===== src/rtl/mem_stage_lsu_pkg.sv =====
// Shared definitions for the MEM-stage load/store unit: access encodings,
// FSM states and the alignment/legality check.
package mem_pkg;

  localparam logic [2:0] F3_B  = 3'b000;
  localparam logic [2:0] F3_H  = 3'b001;
  localparam logic [2:0] F3_W  = 3'b010;
  localparam logic [2:0] F3_BU = 3'b100;
  localparam logic [2:0] F3_HU = 3'b101;

  typedef enum logic [1:0] {
    IDLE,
    REQ,
    RESP
  } lsu_state_t;

  // 1 when the access size is supported and the address is naturally aligned
  function automatic logic access_ok(input logic [2:0] funct3, input logic [1:0] a);
    case (funct3)
      F3_B, F3_BU: access_ok = 1'b1;
      F3_H, F3_HU: access_ok = ~a[0];
      F3_W:        access_ok = (a == 2'b00);
      default:     access_ok = 1'b0;
    endcase
  endfunction

endpackage


===== src/rtl/mem_stage_lsu_align.sv =====
// Combinational data formatting: store byte-lane replication and strobes,
// load byte/halfword extraction with sign or zero extension.
module lsu_align
  import mem_pkg::*;
(
  input  logic [2:0]  funct3,
  input  logic [1:0]  offset,
  input  logic [31:0] store_data,
  input  logic [31:0] rdata,
  output logic [3:0]  wstrb,
  output logic [31:0] wdata,
  output logic [31:0] load_data
);

  logic [7:0]  rbyte;
  logic [15:0] rhalf;

  always_comb begin
    wstrb     = '0;
    wdata     = store_data;
    load_data = '0;
    rbyte     = '0;
    rhalf     = '0;

    // Store size comes from funct3[1:0]; the sign bit has no meaning for stores
    case (funct3[1:0])
      2'b00: begin
        wstrb = 4'b0001 << offset;
        wdata = {4{store_data[7:0]}};
      end
      2'b01: begin
        wstrb = offset[1] ? 4'b1100 : 4'b0011;
        wdata = {2{store_data[15:0]}};
      end
      default: wstrb = 4'b1111;
    endcase

    case (offset)
      2'd0:    rbyte = rdata[7:0];
      2'd1:    rbyte = rdata[15:8];
      2'd2:    rbyte = rdata[23:16];
      default: rbyte = rdata[31:24];
    endcase
    rhalf = offset[1] ? rdata[31:16] : rdata[15:0];

    case (funct3)
      F3_B:    load_data = {{24{rbyte[7]}}, rbyte};
      F3_BU:   load_data = {24'd0, rbyte};
      F3_H:    load_data = {{16{rhalf[15]}}, rhalf};
      F3_HU:   load_data = {16'd0, rhalf};
      F3_W:    load_data = rdata;
      default: load_data = '0;
    endcase
  end

endmodule


===== src/rtl/mem_stage_lsu.sv =====
// MEM pipeline stage: issues one data-memory transaction per load/store,
// stalls until the response, and registers the MEM/WB pipeline outputs.
module mem_stage_lsu
  import mem_pkg::*;
#(
  parameter int XLEN = 32
) (
  input  logic            clk,
  input  logic            reset,
  input  logic [XLEN-1:0] ALUResultM,
  input  logic [XLEN-1:0] WriteDataM,
  input  logic [4:0]      RdM,
  input  logic [XLEN-1:0] PCPlus4M,
  input  logic [2:0]      Funct3M,
  input  logic            MemReadM,
  input  logic            MemWriteM,
  input  logic            RegWriteM,
  output logic            StallM,
  output logic            dmem_req_valid,
  input  logic            dmem_req_ready,
  output logic            dmem_we,
  output logic [XLEN-1:0] dmem_addr,
  output logic [XLEN-1:0] dmem_wdata,
  output logic [3:0]      dmem_wstrb,
  input  logic            dmem_rsp_valid,
  input  logic [XLEN-1:0] dmem_rdata,
  output logic [XLEN-1:0] ALUResultW,
  output logic [XLEN-1:0] ReadDataW,
  output logic [XLEN-1:0] PCPlus4W,
  output logic [4:0]      RdW,
  output logic            RegWriteW,
  output logic            MisalignW
);

  lsu_state_t state_q, state_d;

  logic        is_mem;
  logic        legal;
  logic        issue;
  logic        misalign;
  logic        stall;
  logic [3:0]  fmt_wstrb;
  logic [31:0] fmt_wdata;
  logic [31:0] load_data;

  assign is_mem   = MemReadM | MemWriteM;
  assign legal    = access_ok(Funct3M, ALUResultM[1:0]);
  assign issue    = (state_q == IDLE) && is_mem && legal;
  assign misalign = (state_q == IDLE) && is_mem && !legal;

  lsu_align u_align (
    .funct3     (Funct3M),
    .offset     (ALUResultM[1:0]),
    .store_data (WriteDataM),
    .rdata      (dmem_rdata),
    .wstrb      (fmt_wstrb),
    .wdata      (fmt_wdata),
    .load_data  (load_data)
  );

  always_ff @(posedge clk or posedge reset) begin
    if (reset) state_q <= IDLE;
    else       state_q <= state_d;
  end

  always_comb begin
    state_d = state_q;
    stall   = 1'b0;
    case (state_q)
      IDLE: begin
        if (is_mem && legal) begin
          stall   = 1'b1;
          state_d = REQ;
        end
      end
      REQ: begin
        stall = 1'b1;
        if (dmem_req_ready) state_d = RESP;
      end
      RESP: begin
        if (dmem_rsp_valid) state_d = IDLE;
        else                stall   = 1'b1;
      end
      default: state_d = IDLE;
    endcase
  end

  // Stall is combinational from the held M inputs, so mask it during reset
  assign StallM         = stall & ~reset;
  assign dmem_req_valid = (state_q == REQ);

  always_ff @(posedge clk or posedge reset) begin
    if (reset) begin
      dmem_addr  <= '0;
      dmem_we    <= 1'b0;
      dmem_wdata <= '0;
      dmem_wstrb <= '0;
    end else if (issue) begin
      dmem_addr  <= {ALUResultM[XLEN-1:2], 2'b00};
      dmem_we    <= MemWriteM;
      dmem_wdata <= MemWriteM ? fmt_wdata : '0;
      dmem_wstrb <= MemWriteM ? fmt_wstrb : '0;
    end
  end

  // MEM/WB register; M inputs are held while stalled, so the aligner sees
  // the in-flight instruction's size and offset in the response cycle.
  always_ff @(posedge clk or posedge reset) begin
    if (reset) begin
      ALUResultW <= '0;
      ReadDataW  <= '0;
      PCPlus4W   <= '0;
      RdW        <= '0;
      RegWriteW  <= 1'b0;
      MisalignW  <= 1'b0;
    end else if (stall) begin
      RdW        <= '0;
      RegWriteW  <= 1'b0;
      MisalignW  <= 1'b0;
    end else begin
      ALUResultW <= ALUResultM;
      PCPlus4W   <= PCPlus4M;
      RdW        <= RdM;
      RegWriteW  <= RegWriteM & ~misalign;
      MisalignW  <= misalign;
      ReadDataW  <= (state_q == RESP && !dmem_we) ? load_data : '0;
    end
  end

endmodule


===== config.mk =====
export PLATFORM = sky130hd
export DESIGN_NAME = mem_stage_lsu
export DESIGN_NICKNAME = d
export VERILOG_FILES = /design/src/rtl/mem_stage_lsu_pkg.sv /design/src/rtl/mem_stage_lsu_align.sv /design/src/rtl/mem_stage_lsu.sv
export SDC_FILE = /design/constraint.sdc
export NUM_CORES = 1
export LEC_CHECK = 0
export ABC_AREA = 1
export CORE_MARGIN = 8
export CORE_UTILIZATION = 40
export DETAILED_ROUTE_END_ITERATION = 12
export GPL_TIMING_DRIVEN = 1
export HOLD_SLACK_MARGIN = 0.08
export PLACE_DENSITY = 0.82
export SETUP_SLACK_MARGIN = 0.05
export SLEW_MARGIN = 5
export SYNTH_ARGS = -nofsm -noshare
export SYNTH_HDL_FRONTEND = slang
export SYNTH_SLANG_ARGS = --single-unit

===== constraint.sdc =====
create_clock -name clk -period 8.1 [get_ports clk]
set_clock_uncertainty 0.1 [all_clocks]
set_input_delay 1.62 -clock clk [delete_from_list [all_inputs] [get_ports clk]]
set_output_delay 1.62 -clock clk [all_outputs]
set_load 0.01 [all_outputs]

==> results.txt, run 1 <==
----------------------------------------------------
[Yosys]
  Dominant combinational cell family by area after synthesis ... simple AND/OR/NAND/NOR gates
  Post-synthesis adder-cell area fraction ... 0%
  Multiplexer fraction of the synthesized cell area ... 0.258%
  Yosys warning total ... 0
  Mapped Area ... 7750 sq um
  Synthesized instance count ... 973
  Number of distinct library cell variants in the gate-level netlist after synthesis ... 28
  Area share of xor/xnor cells in the synthesized design ... 0%
  Mean instance size in the synthesized netlist ... 7.96 sq um
  Simple-gate share of the synthesized area ... 25.3%
  Total of flip-flops plus latches after synthesis ... 172
  Compound-Gate Fraction of Synth Area ... 10.6%
  Share of the yosys chip area belonging to registers ... 55.6%

[Clocking]
  Resized cells post-CTS ... 0
  Clock Latency Late Sink ... 410 ps
  Number of hold buffers added after CTS ... 0
  Number of H-tree levels ... 4
  Clock buffers created by TritonCTS ... 17
  Post-CTS repair timing setup buffer count ... 0
  CTS tree ... built
  Clk pin slew, worst setup/hold paths ... 60 ps
  Maximum number of buffers from clock root to sink ... 2
  Sink count of the clock tree ... 172
  Cell chosen for the clock root ... sky130_fd_sc_hd__clkbuf_16

[Timing]
  Top achievable clock speed ... 0.157 GHz
  Number of hold violations in the final report ... 0
  Setup TNS Final ... 0 ps
  # setup viols final ... 0
  Final critical path time including I/O delays and setup ... 6360 ps
  Final setup slack of the worst path ... 1740 ps
  Slew HR ... 33.1%
  Unrepaired setup endpoints after global routing ... false
  Final-report max-slew violation count ... 0
  Worst slew pin tran ... 1000 ps
  Final cycle utilization of the critical path ... 78.5%
  Hold Slack ... 377 ps

[Worst hold path]
  Path type of the worst min-delay path ... flop to flop
  Hold Path Sink ... ReadDataW[13]
  Hold path depth ... 2
  Hold path startpoint ... ReadDataW[13]

[Worst setup path]
  Worst reg2reg endpoint ... ReadDataW[12]
  Crit-path cells ... clkdlybuf4s50_1, inv_2, nor2_4, nand3_2, nand2_2, nand2_4, nand2_4, inv_2, nor2_1, clkdlybuf4s50_1
  Count of buffer and inverter cells on the critical path ... 4
  Arrival @ worst endpoint ... 4640 ps
  Kind of critical path ... input pin to primary output
  Slowest CP cell ... sky130_fd_sc_hd__clkdlybuf4s50_1
  Delay-heaviest family, CP ... buffers and inverters
  Delay contributed by the slowest stage of the critical path ... 750 ps
  Slack of the worst reg-to-reg path ... 4880 ps
  Largest fanout of any net on the critical path ... 49
  R2R Path Start ... state_q[0]
  Number of cells traversed by the worst register-to-register path ... 8
  Crit start category ... input pin
  Critical path endpoint category ... primary output
  Endpoint required time on the critical path ... 6380 ps

[Route]
  DR WL/cell ... 16.5 um
  Final wirelength ... 25400 um
  Iter 0 DRT Violations ... 605
  Routed length on met3 ... 1690 um
  M1 WL ... 10400 um
  Routed length on met2 ... 12600 um
  Routed Antenna Nets ... 0
  Highest Signal Layer ... met4
  Length of the first detailed-routing pass in iterations ... 5
  Vias per inst ... 4.76
  Via total after detailed routing ... 7315
  Post-route DRC ... 0

[Power and ir drop]
  Cell leakage power ... 5.68 nW
  Post-route total power ... 3.87 mW
  Max rail drop VDD ... 0.205 mV
  Power density relative to cell area ... 334 nW/um^2

[Global route]
  Initial antenna violation count ... 0
  Remaining Overflow, GRT ... 0
  GRT Total Usage ... 21.0%
  Maximum number of pins on one net before global-route repair ... 97
  Global-route wire length before repair ... 39700 um
  Vias in the first global route ... 7301

[Floorplan]
  Number of cell rows ... 51
  Horizontal die dimension ... 155 um
  Die Y ... 155 um
  Boundary Pins ... 317
  Die area ... 24100 sq um
  Standard cell core area ... 19200 sq um
  Starting Density ... 40.3%

[Place]
  Routability congestion estimate ... 0.887
  Dpl hpwl ... 19000 um
  Count of input and output buffers ... 314
  Placed Instance Area ... 11000 sq um
  Setup slack at placement ... 1700 ps

[Final layout]
  Final nets ... 1402
  Share of final-layout standard cells stronger than drive strength 1 ... 4.17%
  Area grow syn2layout ... 49.6%
  ANT cells ... 0
  Final instance area ... 11600 sq um

[Run status]
  Run status ... finished, final reports clean

[Flow run]
  Max-cap violation count ... 0

----------------------------------------------------
==> registers in the layout (all words and copies together) (netlist names) <==
name / count
ALUResultW: 32
MisalignW: 1
PCPlus4W: 32
RdW: 5
ReadDataW: 32
RegWriteW: 1
dmem_addr: 30
dmem_wdata: 32
dmem_we: 1
dmem_wstrb: 4
state_q: 2
==> placed cells by master (no fill, tap or decap), types with 3 or more instances in the layout <==
cell type | synthesis | final
sky130_fd_sc_hd__nand2_1 | 404 | 404
sky130_fd_sc_hd__clkdlybuf4s50_1 | 0 | 314
sky130_fd_sc_hd__dfrtp_1 | 172 | 172
sky130_fd_sc_hd__o21ai_0 | 128 | 128
sky130_fd_sc_hd__inv_1 | 86 | 85
sky130_fd_sc_hd__nor2_1 | 49 | 49
sky130_fd_sc_hd__nand3_1 | 22 | 22
sky130_fd_sc_hd__a21oi_1 | 21 | 21
sky130_fd_sc_hd__clkbuf_16 | 0 | 17
sky130_fd_sc_hd__o21ai_1 | 11 | 11
sky130_fd_sc_hd__inv_6 | 0 | 4
sky130_fd_sc_hd__or2_2 | 4 | 4
sky130_fd_sc_hd__buf_4 | 5 | 4
sky130_fd_sc_hd__nor2_4 | 3 | 3
sky130_fd_sc_hd__nand3_2 | 3 | 3
sky130_fd_sc_hd__bufinv_16 | 0 | 3
sky130_fd_sc_hd__clkinv_4 | 0 | 3
==> cell families after synthesis <==
family | count (synthesis)
AND/OR/NAND/NOR | 494
AO/OA/AOI/OAI | 163
buffers and inverters | 141
other | 1
multiplexers | 2
flip-flops | 172
==> how the worst max path moves through the flow <==
stage                           from            end  slack, ps  depth (start not counted)
after global placement    Funct3M[1]         StallM       1780                         10
after CTS                 Funct3M[1]         StallM       1700                         10
final                     Funct3M[1]         StallM       1740                         10
after floorplan                reset  ALUResultW[0]       1720                          1
after global routing      Funct3M[1]         StallM       1480                         10
after detailed placement  Funct3M[1]         StallM       1700                         10
==> stage by stage <==
stage               instances  util [%]
detailed placement       1505      57.1
floorplan                 974         -
CTS                      1537      60.3
finish                   1537      60.3
global route             1537      60.3
global placement         1505      57.1
==> report_power, final <==
group / leakage, nW / internal [mW] / switching, mW
sequential: 2.19 / 1.21 / 0.190
combinational: 3.19 / 0.810 / 0.805
clock: 0.305 / 0.501 / 0.357
total: 5.68 / 2.52 / 1.35
==> final cells by class <==
class	instances	area, sq um
fillers	1693	7620
inverters	89	339
multi-input cells	661	2820
clock buffers	18	439
flip-flops and latches	172	4300
clock inverters	14	183
well taps	265	332
repair buffers	318	3170
==> routing by layer <==
| layer | track usage [%] | vias up |
|---|---|---|
| met1 | 25.2 | 3404 |
| met5 | 0 | - |
| li1 | - | 3593 |
| met2 | 35.3 | 278 |
| met3 | 5.21 | 40 |
| met4 | 8.73 | 0 |
==> Yosys cell counts <==
cell | number | area share [%]
sky130_fd_sc_hd__nand2_4 | 1 | 0.15
sky130_fd_sc_hd__nor2_4 | 3 | 0.44
sky130_fd_sc_hd__nand3b_1 | 2 | 0.19
sky130_fd_sc_hd__nand3_2 | 3 | 0.39
sky130_fd_sc_hd__mux2i_1 | 2 | 0.26
sky130_fd_sc_hd__conb_1 | 1 | 0.048
sky130_fd_sc_hd__inv_1 | 86 | 4.2
sky130_fd_sc_hd__nand3_1 | 22 | 1.4
sky130_fd_sc_hd__o21ai_1 | 11 | 0.71
sky130_fd_sc_hd__nor2_2 | 1 | 0.081
sky130_fd_sc_hd__buf_6 | 8 | 1.2
sky130_fd_sc_hd__or2_2 | 4 | 0.32
sky130_fd_sc_hd__clkbuf_1 | 19 | 0.92
sky130_fd_sc_hd__nand2_2 | 2 | 0.16
sky130_fd_sc_hd__o211ai_1 | 2 | 0.19
sky130_fd_sc_hd__nor2_1 | 49 | 2.4
sky130_fd_sc_hd__and2_1 | 1 | 0.081
sky130_fd_sc_hd__inv_2 | 2 | 0.097
sky130_fd_sc_hd__clkinv_1 | 1 | 0.048
sky130_fd_sc_hd__dfrtp_1 | 172 | 56
sky130_fd_sc_hd__buf_4 | 5 | 0.48
sky130_fd_sc_hd__nor3_1 | 2 | 0.13
sky130_fd_sc_hd__nand2_1 | 404 | 20
sky130_fd_sc_hd__buf_2 | 18 | 1.2
sky130_fd_sc_hd__a21oi_1 | 21 | 1.4
sky130_fd_sc_hd__o221ai_1 | 1 | 0.11
sky130_fd_sc_hd__clkbuf_2 | 2 | 0.13
sky130_fd_sc_hd__o21ai_0 | 128 | 8.3
==> worst reg2reg max path: stages, from the launching register on <==
cell and delay, ps:
sky130_fd_sc_hd__dfrtp_1 410, sky130_fd_sc_hd__nor3_1 390, sky130_fd_sc_hd__nand2_4 390, sky130_fd_sc_hd__nand2_4 170, sky130_fd_sc_hd__buf_4 460, sky130_fd_sc_hd__buf_4 730
sky130_fd_sc_hd__nor2_4 260, sky130_fd_sc_hd__nand2_1 150, sky130_fd_sc_hd__nand2_1 60
No activity file was read; power rests on OpenSTA's default activity.
==> inputs of run 2 (changes only) <==
Settings changed: CORE_UTILIZATION 40 to 39, PLACE_DENSITY 0.82 to 0.84.
Clock period 8.1 ns to 5.7 ns, I/O delays scaled along.
==> results.txt, run 2 (same netlist as run 1, synthesis figures left out) <==
----------------------------------------------------
[Route]
  Vias per inst ... 4.76 (about the same)
  Final wirelength ... 25800 um (+1.7%)
  Length of the first detailed-routing pass in iterations ... 6 (+1)
  Routed Antenna Nets ... 0 (unchanged)
  Post-route DRC ... 0 (unchanged)
  DR WL/cell ... 16.8 um (+1.5%)
  Via total after detailed routing ... 7324 (+0.12%)
  Iter 0 DRT Violations ... 448 (-26%)

[Timing]
  Final critical path time including I/O delays and setup ... 4580 ps
  Top achievable clock speed ... 0.218 GHz
  Unrepaired setup endpoints after global routing ... false
  Worst slew pin tran ... 1040 ps (+43.7 ps)
  Slew HR ... 30.1% (-2.9 points)
  Number of hold violations in the final report ... 0 (unchanged)
  # setup viols final ... 0 (unchanged)
  Final cycle utilization of the critical path ... 80.3%
  Final setup slack of the worst path ... 1120 ps (-620 ps)
  Hold Slack ... 379 ps (+1.85 ps)
  Setup TNS Final ... 0 ps (unchanged)
  Final-report max-slew violation count ... 0 (unchanged)

[Flow run]
  Max-cap violation count ... 0 (unchanged)

[Final layout]
  Final nets ... 1404 (+0.14%)
  Most common cell after layout, fill and taps aside ... sky130_fd_sc_hd__nand2_1
  Register area ... 4300 sq um (unchanged)
  ANT cells ... 0 (unchanged)
  Final Core Density ... 59.7% (-0.66 points)
  Area grow syn2layout ... 49.9%
  Multi-input logic area ... 2820 sq um (unchanged)
  Commonest cells after routing, fill and taps aside ... sky130_fd_sc_hd__nand2_1, sky130_fd_sc_hd__clkdlybuf4s50_1, sky130_fd_sc_hd__dfrtp_1, sky130_fd_sc_hd__o21ai_0, sky130_fd_sc_hd__inv_1
  Filler cells ... 1679 (-0.83%)
  Share of final-layout standard cells stronger than drive strength 1 ... 4.32% (+0.15 points)

[Clocking]
  Number of H-tree levels ... 4 (unchanged)
  Clk pin slew, worst setup/hold paths ... 60 ps (about the same)
  Cell chosen for the clock root ... sky130_fd_sc_hd__clkbuf_16
  CTS tree ... built
  Sink count of the clock tree ... 172 (unchanged)
  Post-CTS repair timing setup buffer count ... 0 (unchanged)
  Clock Latency Late Sink ... 410 ps (about the same)
  Clock buffers created by TritonCTS ... 17 (unchanged)
  Resized cells post-CTS ... 0 (unchanged)
  Number of hold buffers added after CTS ... 0 (unchanged)
  Maximum number of buffers from clock root to sink ... 2 (unchanged)

[Worst setup path]
  Delay contributed by the slowest stage of the critical path ... 540 ps (-210 ps)
  Crit-path cells ... clkdlybuf4s50_1, buf_4, inv_2, nor2_4, nand3_2, nand2_2, nand2_4, nand2_4, inv_2, nor2_1, clkdlybuf4s50_1
  Count of buffer and inverter cells on the critical path ... 5 (+1)
  Arrival @ worst endpoint ... 3340 ps (-1300 ps)
  Slowest CP cell ... sky130_fd_sc_hd__clkdlybuf4s50_1
  Crit start category ... input pin
  Critical path endpoint category ... primary output
  R2R Path Start ... state_q[0]
  Endpoint required time on the critical path ... 4460 ps (-1920 ps)
  Largest fanout of any net on the critical path ... 31 (-37%)
  Delay-heaviest family, CP ... buffers and inverters
  Crit path from ... Funct3M[1]
  Kind of critical path ... input pin to primary output

[Floorplan]
  Starting Density ... 39.8% (-0.53 points)
  Standard cell core area ... 19500 sq um (+1.3%)
  Die Y ... 157 um (+1.1%)
  Die area ... 24600 sq um (+2.3%)
  Horizontal die dimension ... 157 um (+1.1%)
  Number of cell rows ... 51 (unchanged)
  Boundary Pins ... 317 (unchanged)

[Power and ir drop]
  Power density relative to cell area ... 474 nW/um^2 (+42%)
  Cell leakage power ... 5.69 nW (+0.17%)
  Post-route total power ... 5.51 mW (+42%)
  Max rail drop VDD ... 0.237 mV (+16%)

[Place]
  Count of input and output buffers ... 314 (unchanged)
  Routability congestion estimate ... 0.887 (about the same)
  Setup slack at placement ... 1120 ps (-579 ps)
  Dpl hpwl ... 19100 um (+0.71%)

[Global route]
  Remaining Overflow, GRT ... 0 (unchanged)
  Vias in the first global route ... 7226 (-1.0%)
  Initial antenna violation count ... 0 (unchanged)
  GRT Total Usage ... 20.7% (-0.25 points)
  Global-route wire length before repair ... 39800 um (+0.28%)
  Maximum number of pins on one net before global-route repair ... 173 (+78%)

[Worst hold path]
  Hold path startpoint ... ReadDataW[13]
  Path type of the worst min-delay path ... flop to flop

[Run status]
  Run status ... finished, final reports clean

----------------------------------------------------
[run 2: final timing paths]
path,cells past startpoint,endpoint,slack [ps]
min in group asynchronous,3,RdW[3],1270
max,11,StallM,1120
max in group asynchronous,3,state_q[0],3520
min,2,ReadDataW[13],380
min reg2reg,2,ReadDataW[13],380
max reg2reg,6,ALUResultW[8],3070
[run 2: layout make-up]
type / instances / share of cell area, %
clock buffers: 19 / 3.90
clock inverters: 13 / 1.44
inverters: 89 / 2.91
multi-input cells: 661 / 24.3
flip-flops and latches: 172 / 37.1
well taps: 265 / 2.86
repair buffers: 320 / 27.6
[run 2: where the power goes]
part / switching [mW] / internal [mW] / leakage (nW)
clock: 0.534 / 0.693 / 0.305
combinational: 1.14 / 1.16 / 3.20
sequential: 0.264 / 1.71 / 2.19
[run 2: stage by stage]
| stage | cell area (sq um) | cells |
|---|---|---|
| floorplan | 7750 | 974 |
| global placement | 11000 | 1507 |
| detailed placement | 11000 | 1507 |
| CTS | 11600 | 1539 |
| global route | 11600 | 1539 |
| finish | 11600 | 1539 |
[run 2: tightest hold or removal path, stage by stage (launching register included)]
cell	delay [ps]
sky130_fd_sc_hd__dfrtp_1	340
sky130_fd_sc_hd__nand2_1	50
sky130_fd_sc_hd__nand2_1	50
[run 2: layer usage]
metal	GRT usage (%)	part of all wire (%)	vias up	routed length [um]
met2	34.7	49	276	12700
met1	24.8	40	3407	10400
met5	0	0	-	0
met4	8.65	2.9	0	742
li1	-	-	3593	-
met3	5.57	7.7	48	1980
